**config.mk**
```make
export PLATFORM = sky130hd
export DESIGN_NAME = seven_segment_pager
export DESIGN_NICKNAME = d
export VERILOG_FILES = /design/src/rtl/seven_segment_pager_pkg.sv /design/src/rtl/hex7_decode.sv /design/src/rtl/seven_segment_pager.sv
export SDC_FILE = /design/constraint.sdc
export NUM_CORES = 1
export LEC_CHECK = 0
export BUFFER_PORTS_ARGS = -buffer_cell sky130_fd_sc_hd__buf_2
export CORE_ASPECT_RATIO = 0.7
export CORE_MARGIN = 1.5
export CORE_UTILIZATION = 45
export DETAILED_ROUTE_END_ITERATION = 10
export PLACE_DENSITY = 0.71
export SLEW_MARGIN = 20
export SYNTH_ARGS = -nofsm -noshare
export SYNTH_HDL_FRONTEND = slang
export SYNTH_SLANG_ARGS = --single-unit
```
**constraint.sdc**
```tcl
create_clock -name i_clk -period 2.5 [get_ports i_clk]
set_clock_uncertainty 0.2 [all_clocks]
set_input_delay 0.125 -clock i_clk [delete_from_list [all_inputs] [get_ports i_clk]]
set_output_delay 0.125 -clock i_clk [all_outputs]
set_load 0.03 [all_outputs]
```
**src/rtl/seven_segment_pager_pkg.sv**
```systemverilog
// Shared definitions for the seven-segment pager: mode and FSM encodings,
// the blank pattern, the nibble->segment table and width helpers.
package seven_segment_pager_pkg;

    typedef enum logic [1:0] {
        MODE_MANUAL = 2'd0,
        MODE_AUTO   = 2'd1,
        MODE_SELECT = 2'd2,
        MODE_RSVD   = 2'd3
    } mode_e;

    typedef enum logic {
        ST_BLANK = 1'b0,
        ST_SHOW  = 1'b1
    } state_e;

    // Active-low segments, bit0 = a .. bit6 = g; all ones turns the digit off.
    localparam logic [6:0] SEG_BLANK = 7'h7F;

    // Nibble to active-low segment pattern.
    function automatic logic [6:0] nibble_to_seg(input logic [3:0] nib);
        logic [6:0] seg;
        case (nib)
            4'h0:    seg = 7'h40;
            4'h1:    seg = 7'h79;
            4'h2:    seg = 7'h24;
            4'h3:    seg = 7'h30;
            4'h4:    seg = 7'h19;
            4'h5:    seg = 7'h12;
            4'h6:    seg = 7'h02;
            4'h7:    seg = 7'h78;
            4'h8:    seg = 7'h00;
            4'h9:    seg = 7'h10;
            4'hA:    seg = 7'h08;
            4'hB:    seg = 7'h03;
            4'hC:    seg = 7'h46;
            4'hD:    seg = 7'h21;
            4'hE:    seg = 7'h06;
            default: seg = 7'h0E;
        endcase
        return seg;
    endfunction

    // The reserved mode encoding behaves exactly like MANUAL.
    function automatic mode_e mode_decode(input logic [1:0] raw);
        mode_e m;
        case (raw)
            2'd1:    m = MODE_AUTO;
            2'd2:    m = MODE_SELECT;
            default: m = MODE_MANUAL;
        endcase
        return m;
    endfunction

    // Width of the page index; at least one bit even with a single page.
    function automatic int page_width(input int data_w, input int digits);
        int pages;
        pages = data_w / (4 * digits);
        return (pages > 1) ? $clog2(pages) : 1;
    endfunction

endpackage

```
**src/rtl/hex7_decode.sv**
```systemverilog
// Combinational nibble to seven-segment decoder (active-low outputs).
module hex7_decode
    import seven_segment_pager_pkg::*;
(
    input  logic [3:0] i_nibble,
    output logic [6:0] o_seg
);

    assign o_seg = nibble_to_seg(i_nibble);

endmodule

```
**src/rtl/seven_segment_pager.sv**
```systemverilog
// Paged hex display driver: latches a word from a valid/ready write port and
// shows one DIGITS-nibble page of it at a time on registered, active-low
// segment outputs. Pages advance manually, automatically on a dwell timer,
// or are selected directly.
// Optional feature: define SEVEN_SEG_BLINK_EN to add the blink phase counter
// that blanks the display on alternate BLINK_CYCLES periods while i_blink=1.
module seven_segment_pager
    import seven_segment_pager_pkg::*;
#(
    parameter int DATA_W       = 32,
    parameter int DIGITS       = 4,
    parameter int DWELL_CYCLES = 50000000,
    parameter int BLINK_CYCLES = 25000000
) (
    input  logic                                  i_clk,
    input  logic                                  i_rst_n,
    input  logic [DATA_W-1:0]                     i_data,
    input  logic                                  i_valid,
    output logic                                  o_ready,
    input  logic                                  i_hold,
    input  logic [1:0]                            i_mode,
    input  logic                                  i_next,
    input  logic [page_width(DATA_W, DIGITS)-1:0] i_page_sel,
    input  logic                                  i_blink,
    output logic [page_width(DATA_W, DIGITS)-1:0] o_page,
    output logic [7*DIGITS-1:0]                   o_hex
);

    localparam int PAGE_BITS = 4 * DIGITS;
    localparam int PAGES     = DATA_W / PAGE_BITS;
    localparam int PAGE_W    = page_width(DATA_W, DIGITS);
    localparam int DWELL_W   = $clog2(DWELL_CYCLES);

    localparam logic [PAGE_W-1:0]  LAST_PAGE  = PAGE_W'(PAGES - 1);
    localparam logic [DWELL_W-1:0] DWELL_LAST = DWELL_W'(DWELL_CYCLES - 1);

    state_e                state_q, state_d;
    logic [DATA_W-1:0]     data_q, data_d;
    logic [PAGE_W-1:0]     page_q, page_d;
    logic [DWELL_W-1:0]    dwell_q, dwell_d;
    mode_e                 mode_q;
    logic                  next_q;
    logic [7*DIGITS-1:0]   hex_q, hex_d;
    logic [PAGE_W-1:0]     page_out_q;

    mode_e                 mode_cur;
    logic                  accept;
    logic                  next_rise;
    logic [PAGE_W-1:0]     sel_page;
    logic [PAGE_BITS-1:0]  page_word;
    logic [7*DIGITS-1:0]   seg_all;
    logic                  blink_blank;

    function automatic logic [PAGE_W-1:0] page_inc(input logic [PAGE_W-1:0] p);
        return (p == LAST_PAGE) ? '0 : p + PAGE_W'(1);
    endfunction

    assign o_ready   = ~i_hold;
    assign accept    = i_valid & ~i_hold;
    assign mode_cur  = mode_decode(i_mode);
    assign next_rise = i_next & ~next_q;
    assign sel_page  = (i_page_sel > LAST_PAGE) ? LAST_PAGE : i_page_sel;
    assign page_word = data_q[page_q*PAGE_BITS +: PAGE_BITS];

    // Digit 0 shows the most significant nibble of the current page.
    generate
        for (genvar gi = 0; gi < DIGITS; gi++) begin : g_digit
            hex7_decode u_dec (
                .i_nibble (page_word[4*(DIGITS-1-gi) +: 4]),
                .o_seg    (seg_all[7*gi +: 7])
            );
        end
    endgenerate

    // FSM state register.
    always_ff @(posedge i_clk or negedge i_rst_n) begin
        if (!i_rst_n) state_q <= ST_BLANK;
        else          state_q <= state_d;
    end

    // FSM next state: the first accepted write turns the display on for good.
    always_comb begin
        state_d = state_q;
        if (accept) state_d = ST_SHOW;
    end

    // FSM output: blank until something was written or while blinked off.
    always_comb begin
        hex_d = seg_all;
        if (state_q == ST_BLANK || blink_blank) hex_d = {DIGITS{SEG_BLANK}};
    end

    // Write capture.
    always_comb begin
        data_d = data_q;
        if (accept) data_d = i_data;
    end

    // Page and dwell timer; everything holds still while i_hold is high.
    always_comb begin
        page_d  = page_q;
        dwell_d = dwell_q;
        if (!i_hold) begin
            if (accept || mode_cur != mode_q) begin
                dwell_d = '0;
            end else begin
                case (mode_cur)
                    MODE_AUTO: begin
                        if (dwell_q == DWELL_LAST) begin
                            dwell_d = '0;
                            page_d  = page_inc(page_q);
                        end else begin
                            dwell_d = dwell_q + DWELL_W'(1);
                        end
                    end
                    MODE_SELECT: begin
                        dwell_d = '0;
                        page_d  = sel_page;
                    end
                    default: begin
                        dwell_d = '0;
                        if (next_rise) page_d = page_inc(page_q);
                    end
                endcase
            end
        end
    end

    // Datapath, counters, edge detector and output registers.
    always_ff @(posedge i_clk or negedge i_rst_n) begin
        if (!i_rst_n) begin
            data_q     <= '0;
            page_q     <= '0;
            dwell_q    <= '0;
            mode_q     <= MODE_MANUAL;
            next_q     <= 1'b0;
            hex_q      <= {DIGITS{SEG_BLANK}};
            page_out_q <= '0;
        end else begin
            data_q     <= data_d;
            page_q     <= page_d;
            dwell_q    <= dwell_d;
            next_q     <= i_next;
            hex_q      <= hex_d;
            page_out_q <= page_q;
            // A mode change seen during hold is acted on once hold drops.
            if (!i_hold) mode_q <= mode_cur;
        end
    end

`ifdef SEVEN_SEG_BLINK_EN
    localparam int BLINK_W = (BLINK_CYCLES > 1) ? $clog2(BLINK_CYCLES) : 1;
    localparam logic [BLINK_W-1:0] BLINK_LAST = BLINK_W'(BLINK_CYCLES - 1);

    logic [BLINK_W-1:0] blink_cnt_q;
    logic               blink_phase_q;

    // Blink phase toggles every BLINK_CYCLES while enabled, restarts when off.
    always_ff @(posedge i_clk or negedge i_rst_n) begin
        if (!i_rst_n) begin
            blink_cnt_q   <= '0;
            blink_phase_q <= 1'b0;
        end else if (!i_blink) begin
            blink_cnt_q   <= '0;
            blink_phase_q <= 1'b0;
        end else if (blink_cnt_q == BLINK_LAST) begin
            blink_cnt_q   <= '0;
            blink_phase_q <= ~blink_phase_q;
        end else begin
            blink_cnt_q   <= blink_cnt_q + BLINK_W'(1);
        end
    end

    assign blink_blank = i_blink & blink_phase_q;
`else
    localparam int unused_blink_cycles = BLINK_CYCLES;
    logic unused_blink;
    assign unused_blink = i_blink;
    assign blink_blank  = 1'b0;
`endif

    assign o_hex  = hex_q;
    assign o_page = page_out_q;

endmodule

```
==> metrics.csv <==
stage;metric;value;unit
yosys;synth_fa_ha_area_frac;0.0650;
outcome;status;finished clean;
yosys;synth_compound_area_frac;0.149;
clocking;cts_tree;done;
critical_path;timing.rr.start;dwell_q[8];
sta;setup_tns;0;ps
floorplanning;num_rows;31;
global_route;grt.total_usage;0.204;
yosys;ys_async_sr_fraction;1.00;
power_and_ir_drop;pwr-share-seq;0.368;
final_layout;n_antenna_cell;0;
critical_path;r2r_slack;220;ps
yosys;synth_warnings;0;
drt;wl_per_cell;15.0;um
yosys;syn_nets;548;
min_path;min_path_type;in2reg;
power_and_ir_drop;p_total;5.60;mW
drt;vias;4105;
global_route;grt_pass1_vias;4017;
yosys;synth_top_family_by_area;simple AND/OR/NAND/NOR gates;
drt;wl;11.1;mm
drt;first_pass_iters;5;
critical_path;cpPeakStageDelay;470;ps
sta;rsz0062_at_grt;no;
critical_path;startpoint_type;flip-flop;
yosys;synth_flop_cell;dfrtp_1;
critical_path;worstReg2RegEnd;dwell_q[5];
critical_path;worstPathCellList;or3b_4 > nor4_4 > a21o_2 > o21ai_0 > a22o_1;
yosys;yosys.area_share.simple;0.149;
critical_path;critPathKind;reg2reg;
critical_path;arrival;2300;ps
min_path;hold-path-endpoint;dwell_q[0];
floorplanning;initial_core_util;0.473;
sta;fmax;438;MHz
power_and_ir_drop;p_clk_frac;0.224;
final_layout;finalInstanceArea;6170;um^2
clocking;path_clk_slew;60;ps
sta;slew_headroom;0.422;
placed_design;gp_congestion;0.852;
min_path;min_path_cells;3;
global_route;grt_pass1_wl;19.0;mm
clocking;cts.sinks;92;
clocking;clk_path_buf_depth;2;
yosys;syn_inst;481;
critical_path;critPathCaptureType;flip-flop;
placed_design;place_area;5540;um^2
yosys;synth_edf_count;0;
clocking;numCtsBuffers;9;
critical_path;critPathSlowestCell;dfrtp_1;
final_layout;area_growth;23.3;%
critical_path;reg2reg_depth;5;
yosys;ys_seq_area_frac;0.467;
power_and_ir_drop;vdd_drop_max;464;uV
yosys;yosysUniqueCellTypes;49;
critical_path;cp.required;2520;ps
yosys;netlist_area;5010;um^2
final_layout;nFillCells;863;
floorplanning;ios;71;
placed_design;dp_hpwl;7.58;mm
sta;layout_min_cycle_time;2280;ps
global_route;antenna_found_initial;0;
power_and_ir_drop;combPwrFrac;0.408;
sta;hold_viol;0;
final_layout;seqCellArea;2340;um^2
power_and_ir_drop;netSwitchingFraction;0.375;
clocking;h-tree-depth;3;
floorplanning;die_y;91.2;um
sta;slew_violations;0;
drt;drtAntennaViolNets;0;
drt;drc;0;
floorplanning;die_w;129;um
final_layout;drive_above_1_share;0.308;
yosys;synthMuxAreaShare;0.131;
final_layout;multi_input_area;2490;um^2
floorplanning;dieArea;11800;um^2
yosys;synthXorXnorAreaFrac;0.00175;
clocking;ctsRootBufferMaster;clkbuf_16;
yosys;syn_avg_cell_area;10.4;um^2
power_and_ir_drop;leakage;2.72;nW
drt;drt-initial-drc-count;357;
global_route;overflow;0;
sta;setup_violations;0;
drt;avgViaCountPerCell;5.56;
floorplanning;coreArea;10600;um^2
clocking;post_cts_buffers;0;
sta;worstMarginPinSlew;868;ps
min_path;worstHoldStart;i_hold;
power_and_ir_drop;p_switching;2.10;mW
placed_design;portBuffers;69;
final_layout;nets;652;
power_and_ir_drop;power.density;908;nW/um^2
power_and_ir_drop;p_int;3.50;mW
critical_path;cp_max_fo;9;
sta;fin_crit_sh;0.914;
yosys;synth-seq-cells;92;
clocking;clk_latency;330;ps
global_route;grt_max_degree;53;
run;maxCapViolCount;0;
power by group through the flow:
stage / logic, mW / clock network, mW / registers, mW
floorplan: 1.14 / 0 / 2.56
global placement: 2.17 / 0 / 2.08
detailed placement: 2.22 / 0 / 2.09
CTS: 2.28 / 1.30 / 2.06
global route: 2.52 / 1.35 / 2.10
finish: 2.29 / 1.25 / 2.06
logic make-up (layout without fill, tap and decap cells):
family,count (synthesis),in the layout
simple gates,150,150
mux,60,60
flops,92,92
buf+inv,40,149
fa+ha+maj,26,26
xor+xnor,1,1
compound gates,112,112
area by class of cell:
cell class	count	share of cell area
flip-flops and latches	92	0.379
multi-input cells	349	0.403
well taps	148	0.0300
clock inverters	5	0.00568
repair buffers	117	0.133
clock buffers	11	0.0393
inverters	16	0.00973
registers in the layout, summed over array words and instances, names as in the netlist:
name     count
dwell_q     26
next_q       1
state_q      1
page_q       1
o_page       1
mode_q       2
data_q      32
o_hex       28
worst max-delay path by stage:
stage	from	slack (ps)	to	cells past startpoint
6_report	dwell_q[8]	220	dwell_q[5]	5
5_1_grt	dwell_q[0]	80	dwell_q[24]	6
4_1_cts	dwell_q[8]	210	dwell_q[2]	5
3_5_place_dp	dwell_q[8]	220	dwell_q[2]	5
3_3_place_gp	dwell_q[8]	270	dwell_q[5]	5
2_1_floorplan	page_q	390	o_hex[3]	9
stage by stage:
step / worst slack, ps / hold slack, ps / util / std cells
after floorplan: 394 / -371 / - / 481
after global placement: 271 / -76.4 / 0.523 / 687
after global routing: 75.3 / 24.5 / 0.583 / 738
after detailed placement: 215 / -67.1 / 0.523 / 687
after CTS: 206 / 5.30 / 0.583 / 738
final: 216 / 14.0 / 0.583 / 738
critical path, delay by kind of cell (launching register included):
kind	cells	cell delay, ps
AND/OR/NAND/NOR	2	800
AO/OA/AOI/OAI	3	700
flip-flops	1	470
routing by layer:
layer / up-vias / track usage / wire length [um]
li1: 1971 / - / -
met1: 1997 / 0.279 / 5270
met2: 118 / 0.324 / 5160
met3: 19 / 0.0401 / 466
met4: 0 / 0.0712 / 178
met5: - / 0 / 0
what timing repair did:
item | CTS | global route
hold buffers | 35 | 0
hold endpoints to repair | 74 | 0
resized for setup | 0 | 0
cell usage after synthesis, types with 2 or more instances:
cell,n,area share
a21oi_2,3,0.0052
buf_6,4,0.0090
nor4_1,3,0.0037
a21o_1,2,0.0030
clkbuf_1,15,0.011
a21oi_1,20,0.020
o21ai_0,24,0.024
inv_1,16,0.012
a41oi_1,7,0.012
nor2b_1,6,0.0075
nand2_1,58,0.043
a211oi_1,5,0.0075
ha_1,26,0.065
nor3_1,7,0.0070
or3_1,2,0.0025
buf_2,5,0.0050
o211ai_1,12,0.018
nand2b_1,3,0.0037
mux2_2,45,0.10
a31oi_1,18,0.022
and3_1,4,0.0050
or4_1,2,0.0030
a22o_1,3,0.0052
mux2i_1,15,0.030
dfrtp_1,64,0.32
o21bai_1,2,0.0030
dfstp_2,28,0.15
nand3_1,24,0.024
nand4_1,8,0.010
o311ai_0,6,0.010
nor2_1,25,0.019
nor4_4,2,0.0085
placed cells by master (no fill, tap or decap), drive strengths merged, types with 3 or more instances in the layout:
cell type	count
o21ai	25
nor3	8
and3	4
clkbuf	11
dfstp	28
nor4	5
dfrtp	64
mux2i	15
inv	17
a31oi	18
a21o	3
o311ai	6
a22o	3
nand4	8
o211ai	12
nand2b	3
nor2	25
nor2b	6
nand2	58
clkinv	3
nand3	24
buf	82
ha	26
mux2	45
a41oi	7
dlygate4sd3	35
a211oi	5
a21oi	23
(Power assumes the default switching activity.)
